$ cat src/rtl/uart_pkg.sv
// Shared serial-receiver definitions: FSM states, frame geometry and the
// frame-length clamp applied when the first start bit is seen.
package uart_pkg;

    localparam int MAX_BYTES = 3;
    localparam int BYTE_W    = 8;
    localparam int DATA_W    = 24;

    typedef enum logic [1:0] {
        IDLE,
        START,
        DATA,
        STOP
    } rx_state_t;

    // 0 means a single byte; anything above the frame capacity saturates.
    function automatic logic [1:0] clamp_len(input logic [2:0] n);
        if (n == 3'd0) begin
            return 2'd1;
        end else if (n[2]) begin
            return 2'd3;
        end else begin
            return n[1:0];
        end
    endfunction

endpackage

$ cat src/rtl/rx_multi_byte_if.sv
// Serial line, frame length and frame-result signals of rx_multi_byte.
// The line driver takes the master side; the receiver takes the slave side.
interface rx_multi_byte_if;
    import uart_pkg::*;

    logic              bit_in;
    logic [2:0]        bytes_to_receive;
    logic [DATA_W-1:0] data_received;
    logic              received;
    logic              receiving;
    logic              framing_error;

    modport master (
        output bit_in,
        output bytes_to_receive,
        input  data_received,
        input  received,
        input  receiving,
        input  framing_error
    );

    modport slave (
        input  bit_in,
        input  bytes_to_receive,
        output data_received,
        output received,
        output receiving,
        output framing_error
    );

endinterface

$ cat src/rtl/rx_sync_edge.sv
// Two-flop synchroniser for an asynchronous serial input plus a falling-edge
// detector on the synchronised value. All flops reset to the idle-high level.
module rx_sync_edge (
    input  logic clk,
    input  logic rst_n,
    input  logic i_async,
    output logic o_sync,
    output logic o_fall
);

    logic r_meta;
    logic r_sync;
    logic r_prev;

    always_ff @(posedge clk or negedge rst_n) begin
        if (!rst_n) begin
            r_meta <= 1'b1;
            r_sync <= 1'b1;
            r_prev <= 1'b1;
        end else begin
            r_meta <= i_async;
            r_sync <= r_meta;
            r_prev <= r_sync;
        end
    end

    assign o_sync = r_sync;
    assign o_fall = r_prev & ~r_sync;

endmodule

$ cat src/rtl/rx_multi_byte.sv
// Serial receiver assembling 1..3 LSB-first bytes into a 24-bit word.
// Build option: define RX_TIMEOUT_EN to abandon partial frames after an idle gap.
module rx_multi_byte
    import uart_pkg::*;
#(
    parameter int SAMPLING_RATE = 16
`ifdef RX_TIMEOUT_EN
    ,
    parameter int TIMEOUT_BITS  = 4
`endif
) (
    input  logic            clk,
    input  logic            rst_n,
    rx_multi_byte_if.slave  bus
);

    localparam int CNT_W = $clog2(SAMPLING_RATE);
    localparam logic [CNT_W-1:0] CNT_MID     = CNT_W'(SAMPLING_RATE / 2 - 1);
    localparam logic [CNT_W-1:0] CNT_BIT_END = CNT_W'(SAMPLING_RATE - 1);

`ifdef RX_TIMEOUT_EN
    localparam int TIMEOUT_CYC = TIMEOUT_BITS * SAMPLING_RATE;
    localparam int IDLE_W      = $clog2(TIMEOUT_CYC);
    localparam logic [IDLE_W-1:0] IDLE_END = IDLE_W'(TIMEOUT_CYC - 1);
    logic [IDLE_W-1:0] r_idle_cnt;
`endif

    logic w_line;
    logic w_fall;

    rx_state_t         r_state;
    logic [CNT_W-1:0]  r_cnt;
    logic [2:0]        r_bit_idx;
    logic [1:0]        r_byte_idx;
    logic [1:0]        r_len;
    logic [BYTE_W-1:0] r_shift;
    logic [DATA_W-1:0] r_assembly;
    logic [DATA_W-1:0] r_data_received;
    logic              r_received;
    logic              r_receiving;
    logic              r_framing_error;
    logic [DATA_W-1:0] w_word;

    rx_sync_edge u_sync (
        .clk     (clk),
        .rst_n   (rst_n),
        .i_async (bus.bit_in),
        .o_sync  (w_line),
        .o_fall  (w_fall)
    );

    // Assembly word with the byte just shifted in dropped into its lane.
    genvar gi;
    generate
        for (gi = 0; gi < MAX_BYTES; gi++) begin : g_lane
            assign w_word[DATA_W-1-BYTE_W*gi -: BYTE_W] =
                (r_byte_idx == 2'(gi)) ? r_shift
                                       : r_assembly[DATA_W-1-BYTE_W*gi -: BYTE_W];
        end
    endgenerate

    always_ff @(posedge clk or negedge rst_n) begin
        if (!rst_n) begin
            r_state         <= IDLE;
            r_cnt           <= '0;
            r_bit_idx       <= '0;
            r_byte_idx      <= '0;
            r_len           <= 2'd1;
            r_shift         <= '0;
            r_assembly      <= '0;
            r_data_received <= '0;
            r_received      <= 1'b0;
            r_receiving     <= 1'b0;
            r_framing_error <= 1'b0;
`ifdef RX_TIMEOUT_EN
            r_idle_cnt      <= '0;
`endif
        end else begin
            r_received      <= 1'b0;
            r_framing_error <= 1'b0;
`ifdef RX_TIMEOUT_EN
            r_idle_cnt      <= '0;
`endif
            case (r_state)
                IDLE: begin
                    if (w_fall) begin
                        r_cnt   <= '0;
                        r_state <= START;
                        if (r_byte_idx == 2'd0) begin
                            r_receiving <= 1'b1;
                            r_shift     <= '0;
                            r_assembly  <= '0;
                            r_len       <= clamp_len(bus.bytes_to_receive);
                        end
                    end
`ifdef RX_TIMEOUT_EN
                    else if (r_byte_idx != 2'd0) begin
                        if (r_idle_cnt == IDLE_END) begin
                            r_framing_error <= 1'b1;
                            r_receiving     <= 1'b0;
                            r_byte_idx      <= '0;
                            r_assembly      <= '0;
                        end else begin
                            r_idle_cnt <= r_idle_cnt + 1'b1;
                        end
                    end
`endif
                end

                START: begin
                    if (r_cnt == CNT_MID) begin
                        if (!w_line) begin
                            r_cnt     <= '0;
                            r_bit_idx <= '0;
                            r_state   <= DATA;
                        end else begin
                            // Glitch: a partial frame survives, a fresh one is dropped.
                            r_state <= IDLE;
                            if (r_byte_idx == 2'd0) begin
                                r_receiving <= 1'b0;
                            end
                        end
                    end else begin
                        r_cnt <= r_cnt + 1'b1;
                    end
                end

                DATA: begin
                    if (r_cnt == CNT_BIT_END) begin
                        r_cnt   <= '0;
                        r_shift <= {w_line, r_shift[BYTE_W-1:1]};
                        if (r_bit_idx == 3'd7) begin
                            r_state <= STOP;
                        end else begin
                            r_bit_idx <= r_bit_idx + 1'b1;
                        end
                    end else begin
                        r_cnt <= r_cnt + 1'b1;
                    end
                end

                STOP: begin
                    if (r_cnt == CNT_BIT_END) begin
                        r_cnt <= '0;
                        if (w_line) begin
                            r_assembly <= w_word;
                            r_state    <= IDLE;
                            if ((r_byte_idx + 2'd1) == r_len) begin
                                r_data_received <= w_word;
                                r_received      <= 1'b1;
                                r_receiving     <= 1'b0;
                                r_byte_idx      <= '0;
                            end else begin
                                r_byte_idx <= r_byte_idx + 1'b1;
                            end
                        end else begin
                            r_framing_error <= 1'b1;
                            r_byte_idx      <= '0;
                            r_assembly      <= '0;
                            // An edge coinciding with the abort opens the next frame.
                            if (w_fall) begin
                                r_state     <= START;
                                r_receiving <= 1'b1;
                                r_shift     <= '0;
                                r_len       <= clamp_len(bus.bytes_to_receive);
                            end else begin
                                r_state     <= IDLE;
                                r_receiving <= 1'b0;
                            end
                        end
                    end else begin
                        r_cnt <= r_cnt + 1'b1;
                    end
                end

                default: begin
                    r_state <= IDLE;
                end
            endcase
        end
    end

    assign bus.data_received = r_data_received;
    assign bus.received      = r_received;
    assign bus.receiving     = r_receiving;
    assign bus.framing_error = r_framing_error;

endmodule
$ cat src/flat_wrapper.sv
// flat-port wrapper written by rule: the top's interface ports become plain ports
module rx_multi_byte_flat import uart_pkg::*;
#(
    parameter int SAMPLING_RATE = 16

)
  (clk, rst_n, bus_bit_in, bus_bytes_to_receive, bus_data_received, bus_received, bus_receiving, bus_framing_error);
  rx_multi_byte_if bus_i ();
  input  logic clk;
  input  logic rst_n;
  input wire logic [$bits(bus_i.bit_in)-1:0] bus_bit_in;
  input wire logic [$bits(bus_i.bytes_to_receive)-1:0] bus_bytes_to_receive;
  output wire logic [$bits(bus_i.data_received)-1:0] bus_data_received;
  output wire logic [$bits(bus_i.received)-1:0] bus_received;
  output wire logic [$bits(bus_i.receiving)-1:0] bus_receiving;
  output wire logic [$bits(bus_i.framing_error)-1:0] bus_framing_error;
  assign bus_i.bit_in = bus_bit_in;
  assign bus_i.bytes_to_receive = bus_bytes_to_receive;
  assign bus_data_received = bus_i.data_received;
  assign bus_received = bus_i.received;
  assign bus_receiving = bus_i.receiving;
  assign bus_framing_error = bus_i.framing_error;
  rx_multi_byte #(.SAMPLING_RATE(SAMPLING_RATE)) u_core (.clk(clk), .rst_n(rst_n), .bus(bus_i));
endmodule
$ cat config.mk
export PLATFORM = sky130hd
export DESIGN_NAME = rx_multi_byte_flat
export DESIGN_NICKNAME = d
export VERILOG_FILES = /design/src/rtl/uart_pkg.sv /design/src/rtl/rx_multi_byte_if.sv /design/src/rtl/rx_sync_edge.sv /design/src/rtl/rx_multi_byte.sv /design/src/flat_wrapper.sv
export SDC_FILE = /design/constraint.sdc
export NUM_CORES = 1
export LEC_CHECK = 0
export CORE_MARGIN = 3
export CORE_UTILIZATION = 50
export CTS_BUF_LIST = sky130_fd_sc_hd__clkbuf_4 sky130_fd_sc_hd__clkbuf_8 sky130_fd_sc_hd__clkbuf_16
export DETAILED_ROUTE_END_ITERATION = 8
export PLACE_DENSITY = 0.79
export SLEW_MARGIN = 25
export SYNTH_ARGS = -nofsm -noshare
export SYNTH_HDL_FRONTEND = slang
export SYNTH_SLANG_ARGS = --single-unit
$ cat constraint.sdc
create_clock -name clk -period 4.9 [get_ports clk]
set_input_delay 0.49 -clock clk [delete_from_list [all_inputs] [get_ports clk]]
set_output_delay 0.49 -clock clk [all_outputs]
set_load 0.02 [all_outputs]
==> summary.txt <==
Outcome
  – Status: completed

Setup path
  – Reg2reg end: u_core.r_assembly[22]
  – Slowest Stage Delay on Critical Path: 800 ps
  – Critical path endpoint category: register
  – FF-to-FF path depth: 5
  – WP data required: 5190 ps
  – CP startpoint kind: register
  – CP arrival: 2580 ps
  – CP Max Fanout: 10
  – Crit Reg-Reg Startpoint: u_core.r_byte_idx[0]
  – Kind of critical path: reg2reg
  – Buf+Inv Stages, Crit Path: 2
  – Critical path's slowest cell: nor3_1
  – Worst path top cell family by delay: simple AND/OR/NAND/NOR gates
  – Reg2Reg Setup Slack: 2610 ps
  – Crit-path cells: inv_1, ha_1, inv_2, nor3_1, a22o_1

Clock network
  – Clk_lat worst skew: 360 ps
  – Total CTS buffers: 9
  – Root buffer cell: clkbuf_8
  – Hold buffers post-CTS: 0
  – Clk buf depth: 2
  – Resize count post-CTS: 0
  – Worst-path clk slew: 90 ps
  – H-tree depth: 3
  – Post-CTS setup buffers: 0
  – TritonCTS clock tree: done
  – CTS Sinks: 75

Yosys
  – Cell variety after synth: 47
  – Synth Register Bits: 75
  – EDFF count, synth: 0
  – Seq/Total Area, Yosys: 54.7%
  – Post-Syn Instances: 314
  – Avg Cell Area, Syn: 11.0 sq um
  – Prevailing post-synth register cell: dfrtp_1
  – Mapped Area: 0.00344 sq mm
  – Synth Net Count: 326
  – Asr flop ratio synth: 100%
  – Ys Warns: 0

Drt
  – WL final: 6.71 mm
  – Via/cell ratio: 5.73
  – Number of routed nets with antenna violations: 0
  – Via count: 2377
  – Drc violations: 0
  – Routed WL per cell: 16.2 um
  – Iter 0 DRT Violations: 241
  – Pre-Repair DR Iteration Count: 4

Finish
  – Layout Nets: 345
  – Final cell count without fillers: 415
  – P&R area growth vs syn: 15.2%
  – N_diodes: 0
  – Share of layout cells above drive strength 1: 10.1%

Die
  – Core Footprint: 0.00649 sq mm
  – Die Y-Extent: 89.0 um
  – Die area: 0.00792 sq mm
  – Ports: 33
  – Initial core utilization: 53.0%
  – FP Rows: 29
  – Width of the die: 89.0 um

Power and ir drop
  – Worst vdd ir: 0.237 mV
  – Pwr Density: 508 mW/mm^2
  – P_leak: 1.77 nW

Timing
  – Max-slew violation count: 0
  – TNS Setup: 0 ps
  – RSZ-0062 raised after global routing: no
  – Clock Skews: 16.8 ps
  – Measured slew at the worst slew-check pin: 942 ps
  – Slew headroom: 36.7%
  – Final Hold Viols: 0
  – Fin crit period: 2290 ps
  – Period utilisation layout: 46.7%
  – Fmax achieved: 0.437 GHz
  – Setup violations, final: 0

Placement
  – Placed cell count: 399
  – PortBufs: 32
  – Routability cong.: 0.774
  – Hpwl dp: 4.37 mm

GRT
  – Number of global-route vias before repair: 2248
  – Pin count of the biggest net entering global routing: 76
  – Global-route wire length before repair: 11.1 mm
  – GRT Util Overall: 18.5%
  – Initial antenna violation count: 0
  – Global route overflow: 0

Job
  – Max Cap Viol: 0

Worst hold path
  – Hold crit path type: in2async
==> layout make-up <==
cell class / instances / area [sq um]
Fill cell: 522 / 2530
Sequential cell: 75 / 1880
Multi-Input combinational cell: 198 / 1400
Timing Repair Buffer: 33 / 325
Clock buffer: 10 / 138
Tap cell: 77 / 96.3
Clock inverter: 6 / 70.1
Inverter: 16 / 60.1
==> layout by cell type (no fill, tap or decap), types with 3 or more instances in the layout <==
| cell | n |
|---|---|
| ha_1 | 6 |
| a22o_1 | 24 |
| inv_1 | 14 |
| a21oi_1 | 30 |
| nand3_1 | 3 |
| mux2i_1 | 35 |
| dfstp_2 | 4 |
| dfrtp_1 | 71 |
| clkdlybuf4s50_1 | 31 |
| nand2_1 | 17 |
| a211oi_1 | 3 |
| and2_1 | 3 |
| nor2_1 | 33 |
| nor3_1 | 3 |
| o21ai_0 | 6 |
| clkinvlp_4 | 3 |
| clkbuf_8 | 10 |
==> report_power, final <==
group	internal (mW)	leakage, nW	switching, mW
Combinational	0.301	0.665	0.368
Clock	0.252	0.0955	0.240
Sequential	0.738	1.01	0.113
==> metal layers <==
metal / vias to the layer above / global-route usage [%] / routed length, um
met5: - / 0 / 0
met2: 63 / 29.2 / 3190
li1: 1143 / - / -
met3: 10 / 5.25 / 319
met1: 1161 / 24.7 / 3100
met4: 0 / 6.50 / 106
==> sequential cells by signal (all words and copies together) (netlist names), named ones only <==
signal,count
u_core.r_cnt,4
u_core.bus.receiving,1
u_core.r_shift,8
u_core.r_assembly,24
u_core.r_byte_idx,2
u_core.u_sync.r_meta,1
u_core.bus.received,1
u_core.r_len,2
u_core.bus.framing_error,1
u_core.bus.data_received,24
u_core.u_sync.r_prev,1
u_core.r_bit_idx,3
u_core.r_state,1
u_core.u_sync.o_sync,1
==> synthesized netlist by cell type (2+ instances only) <==
cell	instances	area [sq um]
and3_1	2	12.5
a21oi_1	30	150
ha_1	6	75.1
mux2_1	2	22.5
a31oi_1	2	12.5
nor2b_1	2	12.5
clkbuf_1	8	30.0
nor3_1	3	15.0
o21ai_0	6	30.0
nand2_1	17	63.8
a32o_1	2	20.0
dfrtp_1	71	1780
buf_4	2	15.0
nand3_2	2	20.0
buf_1	4	15.0
a211oi_1	3	22.5
dfstp_2	4	105
a22o_1	24	210
inv_1	14	52.6
nor2_1	33	124
nand3_1	3	15.0
and2_1	3	18.8
buf_2	11	55.1
inv_2	2	7.51
o22ai_2	2	25.0
mux2i_1	35	350
==> logic make-up after synthesis <==
| family | count (synthesis) | synth area share (%) |
|---|---|---|
| AO/OA/AOI/OAI | 80 | 16.4 |
| flip-flops | 75 | 54.7 |
| AND/OR/NAND/NOR | 73 | 10.4 |
| buffers and inverters | 41 | 5.09 |
| multiplexers | 37 | 10.8 |
| adder cells (fa/ha/maj) | 6 | 2.18 |
| XOR/XNOR | 2 | 0.509 |
==> worst max-delay path by stage <==
stage | cells after the start | slack [ps] | start | end
3_3_place_gp | 6 | 2730 | u_core.r_byte_idx[0] | u_core.r_shift[0]
4_1_cts | 5 | 2620 | u_core.r_byte_idx[0] | u_core.r_assembly[22]
3_5_place_dp | 6 | 2640 | u_core.r_byte_idx[0] | u_core.r_shift[0]
6_report | 5 | 2610 | u_core.r_byte_idx[0] | u_core.r_assembly[22]
2_1_floorplan | 7 | 3050 | u_core.r_byte_idx[0] | u_core.r_assembly[0]
5_1_grt | 5 | 2400 | u_core.r_byte_idx[0] | u_core.r_assembly[20]
==> through the flow <==
stage               worst slack, ps  cell area [sq um]  power [mW]  utilization (%)  hold WS (ps)
global route                   2400               3970        2.13             61.1           329
detailed placement             2640               3760        1.54             57.9           353
CTS                            2620               3970        2.03             61.1           301
global placement               2730               3760        1.51             57.9           346
finish                         2610               3970        2.01             61.1           260
floorplan                      3050               3440        1.28                -           194
No activity file was read; power rests on OpenSTA's default activity.
